## src/rtl/uart_pkg.sv

```systemverilog
// Shared UART definitions: FSM state encoding and bit-timing helper.
// Latency: n/a (types and constant functions only).
// Backpressure: n/a.
package uart_pkg;

  // Receiver/transmitter FSM states; uart_tx uses the same encoding
  typedef enum logic [2:0] {
    IDLE    = 3'd0,
    START   = 3'd1,
    DATA    = 3'd2,
    STOP    = 3'd3,
    CLEANUP = 3'd4
  } uart_state_t;

  // Number of ce ticks from the start-bit edge to the middle of the start bit
  function automatic int half_bit(input int clks_per_bit);
    return clks_per_bit / 2;
  endfunction

endpackage

```

## src/rtl/uart_rx_if.sv

```systemverilog
// Receiver-side bundle: baud enable and serial line in, received word and status pulses out.
// Latency: n/a (wiring only).
// Backpressure: none; o_data_valid/o_frame_err are single-clk pulses the consumer must catch.
interface uart_rx_if #(
  parameter int SIZE = 7
) ();
  logic            ce;
  logic            i_rx;
  logic [SIZE:0]   o_data_byte;
  logic            o_data_valid;
  logic            o_frame_err;
  logic            o_active;

  // Receiver side
  modport slave (
    input  ce,
    input  i_rx,
    output o_data_byte,
    output o_data_valid,
    output o_frame_err,
    output o_active
  );

  // Driver/consumer side
  modport master (
    output ce,
    output i_rx,
    input  o_data_byte,
    input  o_data_valid,
    input  o_frame_err,
    input  o_active
  );
endinterface

```

## src/rtl/sync_2ff.sv

```systemverilog
// Two-flop synchronizer for a single asynchronous bit, clocked every clk.
// Latency: 2 clk from i_d to o_q.
// Backpressure: none; free-running and never gated by ce.
module sync_2ff #(
  parameter logic RST_VAL = 1'b1
) (
  input  logic clk,
  input  logic reset,
  input  logic i_d,
  output logic o_q
);
  logic r_meta;
  logic r_sync;

  // Two back-to-back flops; reset to the idle level of the line
  always_ff @(posedge clk or negedge reset) begin
    if (!reset) begin
      r_meta <= RST_VAL;
      r_sync <= RST_VAL;
    end else begin
      r_meta <= i_d;
      r_sync <= r_meta;
    end
  end

  assign o_q = r_sync;
endmodule

```

## src/rtl/uart_rx.sv

```systemverilog
// UART receiver: start-bit detect, mid-bit sampling, LSB-first data, stop check.
// Latency: pulse in the clk after the (CLKS_PER_BIT/2 + (SIZE+2)*CLKS_PER_BIT)-th ce tick after detect.
// Backpressure: none; ce=0 freezes FSM/counters/shift register, outputs are one-clk pulses.
module uart_rx
  import uart_pkg::*;
#(
  parameter int CLKS_PER_BIT = 8,
  parameter int SIZE         = 7
) (
  input  logic     clk,
  input  logic     reset,
  uart_rx_if.slave bus
);
  localparam int            CW        = $clog2(CLKS_PER_BIT);
  localparam int            IW        = (SIZE > 0) ? $clog2(SIZE + 1) : 1;
  localparam logic [CW-1:0] HALF_LAST = CW'(half_bit(CLKS_PER_BIT) - 1);
  localparam logic [CW-1:0] BIT_LAST  = CW'(CLKS_PER_BIT - 1);
  localparam logic [IW-1:0] IDX_LAST  = IW'(SIZE);

  uart_state_t   r_state;
  uart_state_t   w_state_nxt;
  logic [CW-1:0] r_cnt;
  logic [IW-1:0] r_idx;
  logic [SIZE:0] r_shift;
  logic [SIZE:0] r_data_byte;
  logic          r_data_valid;
  logic          r_frame_err;

  logic          w_rx_s;
  logic          w_half_done;
  logic          w_bit_done;
  logic          w_shift_en;
  logic          w_stop_good;
  logic          w_stop_bad;
  logic          w_active;

  sync_2ff #(.RST_VAL(1'b1)) u_sync (
    .clk   (clk),
    .reset (reset),
    .i_d   (bus.i_rx),
    .o_q   (w_rx_s)
  );

  assign w_half_done = (r_cnt == HALF_LAST);
  assign w_bit_done  = (r_cnt == BIT_LAST);

  // State register
  always_ff @(posedge clk or negedge reset) begin
    if (!reset) begin
      r_state <= IDLE;
    end else begin
      r_state <= w_state_nxt;
    end
  end

  // Next-state logic; nothing moves without a ce tick
  always_comb begin
    w_state_nxt = r_state;
    if (bus.ce) begin
      unique case (r_state)
        IDLE:    if (!w_rx_s) w_state_nxt = START;
        START:   if (w_half_done) w_state_nxt = w_rx_s ? IDLE : DATA;
        DATA:    if (w_bit_done && (r_idx == IDX_LAST)) w_state_nxt = STOP;
        STOP:    if (w_bit_done) w_state_nxt = CLEANUP;
        CLEANUP: if (w_rx_s) w_state_nxt = IDLE;
        default: w_state_nxt = IDLE;
      endcase
    end
  end

  // Output/strobe decode from the current state and the tick counter
  always_comb begin
    w_active    = (r_state != IDLE);
    w_shift_en  = bus.ce && (r_state == DATA) && w_bit_done;
    w_stop_good = bus.ce && (r_state == STOP) && w_bit_done && w_rx_s;
    w_stop_bad  = bus.ce && (r_state == STOP) && w_bit_done && !w_rx_s;
  end

  // Tick counter: half a bit in START, a full bit in DATA/STOP, parked at 0 elsewhere
  always_ff @(posedge clk or negedge reset) begin
    if (!reset) begin
      r_cnt <= '0;
    end else if (bus.ce) begin
      unique case (r_state)
        START:      r_cnt <= w_half_done ? '0 : r_cnt + 1'b1;
        DATA, STOP: r_cnt <= w_bit_done ? '0 : r_cnt + 1'b1;
        default:    r_cnt <= '0;
      endcase
    end
  end

  // Bit index: cleared while hunting the start bit, advanced on each data sample
  always_ff @(posedge clk or negedge reset) begin
    if (!reset) begin
      r_idx <= '0;
    end else if (bus.ce) begin
      if (r_state == START) begin
        r_idx <= '0;
      end else if (w_shift_en && (r_idx != IDX_LAST)) begin
        r_idx <= r_idx + 1'b1;
      end
    end
  end

  // Shift register fills from the top so the first (LSB) bit lands in bit 0
  always_ff @(posedge clk or negedge reset) begin
    if (!reset) begin
      r_shift <= '0;
    end else if (w_shift_en) begin
      r_shift <= {w_rx_s, r_shift[SIZE:1]};
    end
  end

  // Result registers: pulses last one clk; the word only updates on a good stop bit
  always_ff @(posedge clk or negedge reset) begin
    if (!reset) begin
      r_data_byte  <= '0;
      r_data_valid <= 1'b0;
      r_frame_err  <= 1'b0;
    end else begin
      r_data_valid <= w_stop_good;
      r_frame_err  <= w_stop_bad;
      if (w_stop_good) begin
        r_data_byte <= r_shift;
      end
    end
  end

  assign bus.o_data_byte  = r_data_byte;
  assign bus.o_data_valid = r_data_valid;
  assign bus.o_frame_err  = r_frame_err;
  assign bus.o_active     = w_active;
endmodule

```

## src/flat_wrapper.sv

```systemverilog
// flat-port wrapper written by rule: the top's interface ports become plain ports
module uart_rx_flat import uart_pkg::*;
#(
  parameter int CLKS_PER_BIT = 8,
  parameter int SIZE         = 7
)
  (clk, reset, bus_ce, bus_i_rx, bus_o_data_byte, bus_o_data_valid, bus_o_frame_err, bus_o_active);
  uart_rx_if #(.SIZE(SIZE)) bus_i ();
  input  logic clk;
  input  logic reset;
  input wire logic [$bits(bus_i.ce)-1:0] bus_ce;
  input wire logic [$bits(bus_i.i_rx)-1:0] bus_i_rx;
  output wire logic [$bits(bus_i.o_data_byte)-1:0] bus_o_data_byte;
  output wire logic [$bits(bus_i.o_data_valid)-1:0] bus_o_data_valid;
  output wire logic [$bits(bus_i.o_frame_err)-1:0] bus_o_frame_err;
  output wire logic [$bits(bus_i.o_active)-1:0] bus_o_active;
  assign bus_i.ce = bus_ce;
  assign bus_i.i_rx = bus_i_rx;
  assign bus_o_data_byte = bus_i.o_data_byte;
  assign bus_o_data_valid = bus_i.o_data_valid;
  assign bus_o_frame_err = bus_i.o_frame_err;
  assign bus_o_active = bus_i.o_active;
  uart_rx #(.CLKS_PER_BIT(CLKS_PER_BIT), .SIZE(SIZE)) u_core (.clk(clk), .reset(reset), .bus(bus_i));
endmodule
```

## config.mk

```make
export PLATFORM = sky130hd
export DESIGN_NAME = uart_rx_flat
export DESIGN_NICKNAME = d
export VERILOG_FILES = /design/src/rtl/uart_pkg.sv /design/src/rtl/uart_rx_if.sv /design/src/rtl/sync_2ff.sv /design/src/rtl/uart_rx.sv /design/src/flat_wrapper.sv
export SDC_FILE = /design/constraint.sdc
export NUM_CORES = 1
export LEC_CHECK = 0
export BUFFER_PORTS_ARGS = -buffer_cell sky130_fd_sc_hd__buf_2
export CORE_MARGIN = 2
export CORE_UTILIZATION = 56
export DETAILED_ROUTE_END_ITERATION = 8
export GPL_TIMING_DRIVEN = 0
export HOLD_SLACK_MARGIN = 0.02
export PLACE_DENSITY = 0.73
export SLEW_MARGIN = 20
export SYNTH_ARGS = -nofsm -noshare
export SYNTH_HDL_FRONTEND = slang
export SYNTH_SLANG_ARGS = --single-unit
```

## constraint.sdc

```tcl
create_clock -name clk -period 2.2 [get_ports clk]
set_input_delay 0.11 -clock clk [delete_from_list [all_inputs] [get_ports clk]]
set_output_delay 0.11 -clock clk [all_outputs]
set_load 0.005 [all_outputs]
```

# Word level (Yosys, flattened, before mapping)
# Cells that the tools add are included.
# word_totals
inputBits,4
reg_bits,29
# op_classes
n_eq_ne,13
reduce_logical,15
mux,12
add_sub_neg,2
# op_table
cell,n
3-bit two-way mux,9
3-bit case mux with 5 select lines,1
"3-bit by 2-bit == test with 1-bit output, second input constant",3
"3-bit == test, second input constant",3
1-bit logical AND,8
"3-bit by 1-bit adder with 3-bit output, second input constant",2
"2-bit by 1-bit != test with 1-bit output, second input constant",3
3-bit case mux with 2 select lines,1
6-bit AND reduction,1
"2-bit != test, second input constant",2
"3-bit by 1-bit == test with 1-bit output, second input constant",1
3-bit zero test,1
"3-bit != test, second input constant",1
3-bit nonzero test,1
2-bit two-way mux,1
2-bit AND reduction,1
2-bit nonzero test,1
2-bit OR reduction,1
1-bit zero test,1

# Logic depth before layout (Yosys ltp)
# Gate-level depths: netlist (run 1).
# logic_depth
word_depth,6
mapped_depth,6

# By module
# From an unflattened synthesis (run 1), not the netlist that was laid out.
# hier_totals
hier_cells,100
area_unflattened_um2,1323.8
# modules_own_cells
module,n_inst,seq_area_each_um2,area_per_inst_um2,cells_per_inst
uart_rx,1,675.6,1271.2,98
sync_2ff,1,52.6,52.6,2

# Worst setup path before layout (run 1)
# Ideal clock, no wire load.
# synth_path
path_kind,register to register
from,reg u_core.r_cnt[0]
to,reg u_core.r_shift[0]
setup_ns,0.125
setup_slack_ns,0.567
path_buffers,0
arrival_time_ns,1.508
period_less_slack_ns,1.633
t_required_ns,2.075
path_stages_with_launch,6
cell_sequence,dfrtp_1 -> ha_1 -> ha_1 -> inv_1 -> nor3_4 -> mux2_2
# synth_between
elab_chain_len,2
# synth_rtl
element,line_no,text
from (decl),uart_rx.sv:22,logic [CW-1:0] r_cnt;
from (signal assigned),uart_rx.sv:85,START: r_cnt <= w_half_done ? '0 : r_cnt + 1'b1;
from (signal assigned),uart_rx.sv:86,"DATA, STOP: r_cnt <= w_bit_done ? '0 : r_cnt + 1'b1;"
3-bit == test,uart_rx.sv:45,assign w_bit_done = (r_cnt == BIT_LAST);
1-bit logical AND,uart_rx.sv:74,w_shift_en = bus.ce && (r_state == DATA) && w_bit_done;
to (signal assigned),uart_rx.sv:110,"r_shift <= {w_rx_s, r_shift[SIZE:1]};"
to (decl),uart_rx.sv:24,logic [SIZE:0] r_shift;
# Every way passes these cells.
# A chain may end at the register's enable or synchronous reset.

# Final worst setup path (run 1)
# layout_path
from,reg u_core.r_cnt[0]
to,reg u_core.r_shift[5]
# Same word-level chain as after synthesis.

==> results of run 1 <==
cells by family (layout without fill, tap and decap cells):
group                      count (synthesis)  after routing  share of synthesized area [%]
adders and majority gates                  7              7                           6.48
DFF                                       29             29                           53.8
and+or+nand+nor                           25             25                           13.4
AOI/OAI and AO/OA                         17             17                           8.60
muxes                                     16             16                           13.3
buffers and inverters                     13             37                           4.35
report_power, final:
group	internal [uW]	switching [uW]	leakage (uW)
combinational	127	181	0.000361
clock	271	182	0.0000455
sequential	581	48.9	0.000387
Yosys cell counts (2+ instances only):
cell type   n  area [sq um]
o22ai_1     2          12.5
dfrtp_1    27           676
a21oi_1     2          10.0
or4b_1      2          20.0
o21ai_0     5          25.0
a22o_1      2          17.5
nand2b_1    2          12.5
buf_2       2          10.0
nand3b_1    3          22.5
nand3_1     4          20.0
ha_1        7          87.6
nor2_1      2          7.51
inv_1       9          33.8
mux2_2     16           180
dfstp_2     2          52.6
nand2_1     3          11.3
o311ai_0    2          17.5
worst paths after layout:
check | endpoint | slack, ns | cells past startpoint
max reg2reg | u_core.r_shift[5] | 0.33 | 5
min | u_core.r_state[2] | 0.15 | 3
min in group asynchronous | u_core.r_idx[0] | 0.33 | 2
max | u_core.r_shift[5] | 0.33 | 5
max in group asynchronous | u_core.bus.o_data_byte[7] | 1.44 | 2
min reg2reg | u_core.u_sync.o_q | 0.36 | 0
layer usage:
metal	up-vias	track usage (%)	wire length [microns]
met1	435	26.7	1050
met2	33	31.3	1110
met3	2	5.93	120
met5	-	0	0
met4	0	9.40	14
li1	437	-	-
layout make-up:
type / instances / area [sq um]
Tap cell: 28 / 35.0
Multi-Input combinational cell: 65 / 566
Sequential cell: 29 / 728
Clock buffer: 7 / 55.1
Timing Repair Buffer: 16 / 90.1
Fill cell: 178 / 692
Inverter: 9 / 33.8
Buffer: 4 / 25.0
Clock inverter: 1 / 30.0
worst max-delay path, stage by stage, from the launching register on:
cell and delay [ns]:
dfrtp_1 0.39, ha_1 0.24, ha_1 0.26, inv_1 0.11, nor3_4 0.37, mux2_2 0.38
registers in the layout (all words and copies together), names as in the netlist:
name and cells:
u_core.bus.o_data_byte 8, u_core.r_shift 8, u_core.r_cnt 3, u_core.r_idx 3, u_core.r_state 3, u_core.bus.o_data_valid 1, u_core.bus.o_frame_err 1, u_core.u_sync.o_q 1
u_core.u_sync.r_meta 1
stage by stage:
stage	power [uW]	instances	area, sq um	setup slack, ns	hold WS, ns
2_1_floorplan	858	107	1350	0.567	-0.186
3_3_place_gp	922	149	1460	0.382	0.165
3_5_place_dp	941	149	1460	0.326	0.168
4_1_cts	1400	159	1560	0.326	0.147
5_1_grt	1480	159	1560	0.197	0.157
6_report	1390	159	1560	0.327	0.148
timing repair:
| action | 4_1_cts | 5_1_grt |
|---|---|---|
| hold buffers | 2 | 0 |
| endpoints found under the setup margin | 0 | 0 |
| hold endpoints to repair | 28 | 0 |
==> summary.md, run 1 <==
| Metric | Value |
|---|---|
| Status | finished clean |
| Commonest non-fill, non-tap cell in the layout | dfrtp_1 |
| TritonCTS clock tree | done |
| Initial core utilization | 60.0% |
| Hold Vio Cnt, Final | 0 |
| RSZ-0062 raised after global routing | false |
| Final weighted congestion in routability-driven placement | between 0.7 and 0.8 |
| Remaining Overflow, GRT | 0 |
| Final Max Slew Viols | 0 |
| Final cycle utilization of the critical path | between 80% and 90% |
| Die H | 53.1 microns |
| Vias in the first global route | roughly 900 |
| Count of cell types in the netlist | 32 |
| DPL Wire Length | between 1.5 and 2 mm |
| Critical Path Source | u_core.r_cnt[0] |
| Core Util, Final | 69.3% |
| Sink Count | 29 |
| Routed wire length | 2.29 mm |
| Layout Nets | roughly 140 |
| Wire length per cell | 14.4 microns |
| Area delta synth->final | 15.5% |
| HP Class | in2reg |
| Static leakage | 0.000794 uW |
| Cell row count | 17 |
| Highest-count cells in the layout ignoring fill and taps | dfrtp_1 (27), buf_2 (16), mux2_2 (16) |
| Worst relative slew slack | 57.6% |
| Worst Path Max Fanout | 8 |
| Max-Cap Viols | 0 |
| Vias | slightly above 900 |
| Setup TNS | 0 ns |
| Die footprint | approximately 2800 sq um |
| Clock latency on the worst-skew pair | 0.32 ns |
| Post-synth net total | between 100 and 150 |
| Clock skew | roughly 0.014 ns |
| Initial antenna violation count | 0 |
| Setup bufs post-CTS | 0 |
| # port buffers | 14 |
| Ant diodes | 0 |
| Synth async-reset ratio | 100% |
| Startpoint types | register |
| Tightest Pin Transition | ~0.64 ns |
| Register area share after synthesis | about 54% |
| Synth Flop Type | dfrtp_1 |
| Hold_sp | bus_ce |
| Mapped Area | ~1400 sq um |
| Post-synth EDFFs | 0 |
| Syn avg cell area | roughly 13 sq um |
| Final ANT Viol Nets | 0 |
| Req. time, crit path | about 2.4 ns |
| Kind of critical path | reg2reg |
| Power per Cell Area | ~890 nW/um^2 |
| # IOs | 15 |
| Synthesized instance count | approximately 110 |
| Synth Register Bits | 29 |
| DRT Pass-1 Iters | 4 |
| Core area | about 2300 sq um |
| Global-route wire length before repair | 4.05 mm |
| Tmin final | about 1.9 ns |
| Yosys warns | 0 |
| Layout cells sized above 1 | about a third |
| Final setup fails | 0 |
| Iteration-0 DRC Markers | 20 |
| GRT Total Usage | 20.4% |
| Post_cts resized | 0 |
| Worst EP arrival | 2.08 ns |
| Longest Clk Path Bufs | 2 |
| Avg Vias per Cell | between 5 and 6 |
| Reg clk slew, reported paths | 0.10 ns |
| CTS root buf | clkbuf_4 |
| Die W | between 50 and 60 microns |
| DRC Markers | 0 |
| Max H-tree Level | 2 |
| Worst IR Drop VDD | 0.000819 V |
| Fmax | between 500 and 600 MHz |
| TritonCTS Buffers | 5 |
| CP Capture Type | register |
| Largest net degree at the start of global routing | 30 |
| Worst r2r src | u_core.r_cnt[0] |
Power figures use the tool's default switching activity.
==> run 2, diff against run 1 <==
--- a/config.mk
+++ b/config.mk
@@ -7,11 +7,11 @@
 export LEC_CHECK = 0
 export BUFFER_PORTS_ARGS = -buffer_cell sky130_fd_sc_hd__buf_2
 export CORE_MARGIN = 2
-export CORE_UTILIZATION = 56
+export CORE_UTILIZATION = 53
 export DETAILED_ROUTE_END_ITERATION = 8
 export GPL_TIMING_DRIVEN = 0
 export HOLD_SLACK_MARGIN = 0.02
-export PLACE_DENSITY = 0.73
+export PLACE_DENSITY = 0.69
 export SLEW_MARGIN = 20
 export SYNTH_ARGS = -nofsm -noshare
 export SYNTH_HDL_FRONTEND = slang
==> summary.md, run 2 (synthesized netlist as in run 1, its figures left out) <==
| Metric | Value |
|---|---|
| Critical path cell sequence | ha_1 -> ha_1 -> inv_1 -> nor3_4 -> mux2_2 |
| Global-route wire length before repair | roughly 3.7 mm |
| Pwr Total | around 1400 uW |
| Remaining Overflow, GRT | 0 |
| Commonest non-fill, non-tap cell in the layout | dfrtp_1 |
| CTS root buf | clkbuf_4 |
| Initial antenna violation count | 0 |
| CP Capture Type | register |
| R2R setup slack | 0.39 ns |
| RSZ-0062 raised after global routing | false |
| # IOs | 15 |
| Final ANT Viol Nets | 0 |
| Fmax | 552 MHz |
| Kind of critical path | reg2reg |
| Initial core utilization | ~55% |
| Vias | slightly above 900 |
| Cell row count | 18 |
| Req. time, crit path | between 2 and 2.5 ns |
| Reg clk slew, reported paths | around 0.1 ns |
| Cell count after placement | ~150 |
| # port buffers | 14 |
| Layout cells sized above 1 | 35.1% |
| Bufs and invs on worst path | 1 |
| Worst stage delay on the critical path | 0.39 ns |
| Max-Cap Viols | 0 |
| Power per Cell Area | between 800 and 900 nW/um^2 |
| Final Max Slew Viols | 0 |
| Tmin final | about 1.8 ns |
| Longest Clk Path Bufs | 2 |
| DRT Pass-1 Iters | 4 |
| Clock skew | 0.0186 ns |
| Post_cts resized | 0 |
| Avg Vias per Cell | ~5.7 |
| Hold Vio Cnt, Final | 0 |
| GRT Total Usage | between 10% and 20% |
| Clock latency on the worst-skew pair | 0.33 ns |
| Layout Nets | about 140 |
| Worst relative slew slack | between 50% and 60% |
| Setup bufs post-CTS | 0 |
| Die H | 54.5 microns |
| TritonCTS clock tree | done |
| Vias in the first global route | between 800 and 900 |
| Die footprint | slightly below 3000 sq um |
| Footprint of the multi-input gates | about 570 sq um |
| Final weighted congestion in routability-driven placement | 0.763 |
| Post-Layout Cell Count | between 150 and 200 |
| DRC Markers | 0 |
| Final setup fails | 0 |
| Routed wire length | 2.31 mm |
| Iteration-0 DRC Markers | 15 |
| Critical-path top delay cell | mux2_2 |
| Setup TNS | 0 ns |
| FF+latch area | around 730 sq um |
| TritonCTS Buffers | 5 |
| Core area | between 2000 and 2500 sq um |
| Cell family with most CP delay | adder cells |
| Worst IR Drop VDD | just under 0.0007 V |
| Ant diodes | 0 |
| Tightest Pin Transition | ~0.64 ns |
| Filler cells | 190 |
| Status | finished clean |
| Worst Path Max Fanout | 8 |
| Die W | approximately 55 microns |
| Sink Count | 29 |
| Worst EP arrival | 2.03 ns |
| DPL Wire Length | around 1.6 mm |
| Startpoint types | register |
| Area delta synth->final | 15.7% |
| Static leakage | 0.000794 uW |
| Largest net degree at the start of global routing | 30 |
| Wire length per cell | 14.3 microns |
| Highest-count cells in the layout ignoring fill and taps | dfrtp_1 (27), buf_2 (16), mux2_2 (16) |
| Final cycle utilization of the critical path | 82.3% |
| Worst path most repeated cell | ha_1 |
| Max H-tree Level | 2 |
| HP Class | in2reg |
==> run 2: cell type report <==
| type | count | share of cell area, % |
|---|---|---|
| sequential | 29 | 46.5 |
| multi-input combinational | 65 | 36.1 |
| timing repair buffer | 16 | 5.76 |
| clock buffer | 7 | 3.52 |
| tap | 30 | 2.40 |
| inverter | 9 | 2.16 |
| clock inverter | 1 | 1.92 |
| buffer | 4 | 1.60 |
==> run 2: where the power goes <==
part,switching [uW],internal [uW]
Sequential,46.2,581
Combinational,181,127
Clock,182,271
Total,408,980
==> run 2: routing by layer <==
metal / vias to the layer above / global-route usage [%] / wire length [microns]
li1: 435 / - / -
met1: 445 / 24.1 / 1060
met2: 31 / 27.1 / 1040
met3: 7 / 8.47 / 151
met4: 0 / 10.0 / 61
met5: - / 0 / 0
==> run 2: timing repair <==
| item | CTS | global route |
|---|---|---|
| hold buffers | 2 | 0 |
| endpoints found under the hold margin | 28 | 0 |
| setup endpoints to repair | 0 | 0 |
==> run 2: worst register-to-register path, stage by stage (launching register included) <==
cell	delay, ns
dfrtp_1	0.38
ha_1	0.23
ha_1	0.25
inv_1	0.10
nor3_4	0.38
mux2_2	0.39
==> run 2: worst paths after layout <==
path / start / end / depth (start not counted)
max reg2reg: u_core.r_cnt[0] / u_core.r_shift[6] / 5
max: u_core.r_cnt[0] / u_core.r_shift[6] / 5
max in group asynchronous: reset / u_core.r_cnt[0] / 2
min in group asynchronous: reset / u_core.r_idx[1] / 2
min: bus_ce / u_core.r_state[2] / 3
min reg2reg: u_core.u_sync.r_meta / u_core.u_sync.o_q / 0
==> run 2: metrics by stage <==
step | utilization, % | hold slack (ns) | instance area (sq um) | worst slack, ns
detailed placement | 59.5 | 0.166 | 1460 | 0.380
finish | 63.8 | 0.141 | 1570 | 0.389
global placement | 59.5 | 0.169 | 1460 | 0.389
CTS | 63.8 | 0.133 | 1570 | 0.378
floorplan | - | -0.186 | 1350 | 0.567
global route | 63.8 | 0.136 | 1570 | 0.242
==> run 3, diff against run 2 <==
--- a/config.mk
+++ b/config.mk
@@ -5,13 +5,14 @@
 export SDC_FILE = /design/constraint.sdc
 export NUM_CORES = 1
 export LEC_CHECK = 0
+export ABC_AREA = 1
 export BUFFER_PORTS_ARGS = -buffer_cell sky130_fd_sc_hd__buf_2
 export CORE_MARGIN = 2
-export CORE_UTILIZATION = 53
+export CORE_UTILIZATION = 51
 export DETAILED_ROUTE_END_ITERATION = 8
 export GPL_TIMING_DRIVEN = 0
 export HOLD_SLACK_MARGIN = 0.02
-export PLACE_DENSITY = 0.69
+export PLACE_DENSITY = 0.7
 export SLEW_MARGIN = 20
 export SYNTH_ARGS = -nofsm -noshare
 export SYNTH_HDL_FRONTEND = slang
==> constraint.sdc (replaced) <==
create_clock -name clk -period 1.5 [get_ports clk]
set_input_delay 0.075 -clock clk [delete_from_list [all_inputs] [get_ports clk]]
set_output_delay 0.075 -clock clk [all_outputs]
set_load 0.005 [all_outputs]
==> summary.md, run 3 <==
| Metric | Value |
|---|---|
| GRT Total Usage | between 10% and 20% |
| Final cycle utilization of the critical path | a little over nine tenths |
| TritonCTS Buffers | 5 |
| Cell Area, Placed | 1510 sq um |
| Initial antenna violation count | 0 |
| Yosys warns | 0 |
| DRT Pass-1 Iters | 4 |
| Static leakage | ~0.00089 uW |
| Highest-count cells in the layout ignoring fill and taps | nand2_1 (50), dfrtp_1 (27), inv_1 (18) |
| Cell row count | 18 |
| Initial core utilization | 55.0% |
| Final ANT Viol Nets | 0 |
| Worst hold margin | 0.0850 ns |
| Post-synth EDFFs | 0 |
| HP Class | in2reg |
| Most common cell in the synthesized netlist | nand2_1 |
| Tightest Pin Transition | ~0.6 ns |
| Fmax | approximately 700 MHz |
| Mapped Area | approximately 1400 sq um |
| Bufs and invs on worst path | 2 |
| Max H-tree Level | 2 |
| Synth top area share | between 40% and 50% |
| Filler cells | roughly 220 |
| FF+latch area | roughly 730 sq um |
| Worst EP arrival | between 1.5 and 2 ns |
| # IOs | 15 |
| Count of cell types in the netlist | 18 |
| Yosys top cell by area | dfrtp_1 |
| Tmin final | 1.44 ns |
| Global-route wire length before repair | roughly 4.3 mm |
| Synth async-reset ratio | 100% |
| Worst IR Drop VDD | 0.000879 V |
| Core area | between 2000 and 3000 sq um |
| Compound-cell area share of the yosys netlist | around a tenth |
| Post-synthesis adder-cell area fraction | 6.26% |
| Vias in the first global route | slightly below 1k |
| Worst relative slew slack | roughly three fifths |
| Startpoint types | register |
| Cell family with most CP delay | flip-flops |
| Final instance area | 1620 sq um |
| Final Max Slew Viols | 0 |
| Commonest non-fill, non-tap cell in the layout | nand2_1 |
| Req. time, crit path | around 1.7 ns |
| Remaining Overflow, GRT | 0 |
| Routed wire length | roughly 2.5 mm |
| DPL Wire Length | around 1.8 mm |
| Wire length per cell | about 12 microns |
| Status | finished clean |
| Worst stage delay on the critical path | 0.40 ns |
| CP Capture Type | register |
| Sink Count | 29 |
| Layout Nets | roughly 190 |
| Max-Cap Viols | 0 |
| Longest Clk Path Bufs | 2 |
| Vias | ~1.1k |
| Iteration-0 DRC Markers | 40 |
| Largest family of logic cells by synthesized area | simple AND/OR/NAND/NOR gates |
| Critical path cell sequence | ha_4 -> buf_4 -> ha_2 -> nand3_2 -> buf_6 -> o21ai_2 -> nand2_1 |
| Pwr Total | ~1900 uW |
| Post-synth net total | about 170 |
| Footprint of the multi-input gates | between 600 and 700 sq um |
| Avg Vias per Cell | about 5.2 |
| Synth Area in XOR/XNOR | 0% |
| Synth Flop Type | dfrtp_1 |
| # port buffers | 14 |
| Die H | roughly 56 microns |
| Final setup fails | 0 |
| Largest net degree at the start of global routing | 30 |
| Clock latency on the worst-skew pair | between 0.3 and 0.4 ns |
| Area delta synth->final | 15.8% |
| Register area share after synthesis | between 50% and 60% |
| Die W | roughly 56 microns |
| Mux share of post-synthesis cell area | 0% |
| Clock skew | roughly 0.013 ns |
| Synth Register Bits | 29 |
| Reg clk slew, reported paths | around 0.08 ns |
| Worst Path Max Fanout | 10 |
| TritonCTS clock tree | done |
| Hold Vio Cnt, Final | 0 |
| RSZ-0062 raised after global routing | true |
| Die footprint | 3180 sq um |
| Kind of critical path | reg2reg |
| Synth area leaders | dfrtp_1 (48%), nand2_1 (14%), ha_1 (6.3%) |
| Syn avg cell area | a little under 9 sq um |
| Synth Area in Simple Gates | around 24% |
| Layout cells sized above 1 | between 20% and 30% |
| Power per Cell Area | 1160 nW/um^2 |
| Core Util, Final | between 60% and 70% |
| Synthesized instance count | 160 |
| Critical-path top delay cell | dfrtp_1 |
| DRC Markers | 0 |
| Final weighted congestion in routability-driven placement | 0.824 |
| Ant diodes | 0 |
| CTS root buf | clkbuf_4 |
| Most common library cells after synthesis | nand2_1 (52), dfrtp_1 (27), inv_1 (19) |
## run 3: cell count changes after synthesis, sizes merged, moves of 3 or more
| cell | delta |
|---|---|
| nand2 | +49 |
| nand3b | -4 |
| o21ai | +12 |
| nor2 | +9 |
| inv | +10 |
| mux2 | -16 |
| nand3 | +7 |
| nand4 | +3 |
## run 3: routing by layer
layer	track usage, %	part of all wire, %	wire, microns
met1	24.2	48	1180
met2	24.4	44	1090
met3	4.84	4.9	121
met4	10.2	3.0	74
met5	0	0	0
## run 3: final timing paths
kind,from,end,slack (ns),cells past startpoint
hold reg to reg,u_core.u_sync.r_meta,u_core.u_sync.o_q,0.36,0
hold / removal,bus_ce,u_core.r_cnt[1],0.09,4
setup / recovery,u_core.r_cnt[1],u_core.bus.o_data_byte[0],0.06,7
setup reg to reg,u_core.r_cnt[1],u_core.bus.o_data_byte[0],0.06,7
min in group asynchronous,reset,u_core.r_shift[5],0.28,2
max in group asynchronous,reset,u_core.bus.o_data_valid,0.81,2
## run 3: worst reg2reg max path: cells and delay by family (launching register included)
kind / cells / cell delay [ns]
adders and majority gates: 2 / 0.35
buffers and inverters: 2 / 0.29
DFF: 1 / 0.40
and+or+nand+nor: 2 / 0.18
AOI/OAI and AO/OA: 1 / 0.11
## run 3: kinds of logic after synthesis
kind of cell	after synthesis
and+or+nand+nor	78
DFF	29
buffers and inverters	24
AOI/OAI and AO/OA	22
adders and majority gates	7
## run 3: area by class of cell
type	count	share of cell area, %
clock inverters	2	0.617
flip-flops and latches	29	44.9
repair buffers	17	6.02
multi-input cells	107	37.7
inverters	19	4.40
clock buffers	6	2.55
plain buffers	4	1.54
well taps	30	2.31
## run 3: stage by stage
step	setup TNS, ns	worst slack, ns	instances
2_1_floorplan	0	0.123	160
3_3_place_gp	0	0.000255	204
3_5_place_dp	-0.0393	-0.0178	204
4_1_cts	0	0.0182	213
5_1_grt	-0.298	-0.0497	214
6_report	0	0.0617	214
## run 3: power breakdown
part | internal [uW] | switching, uW
logic | 187 | 324
clock network | 178 | 261
registers | 852 | 82.0
total | 1220 | 668
## run 3: repair_timing
action / CTS / global route
hold buffers: 2 / 0
endpoints found under the setup margin: 4 / 16
endpoints found under the hold margin: 28 / 0
setup buffers: 0 / 1
gates resized for setup: 0 / 12
pin swaps: 0 / 3
gates cloned: 0 / 0
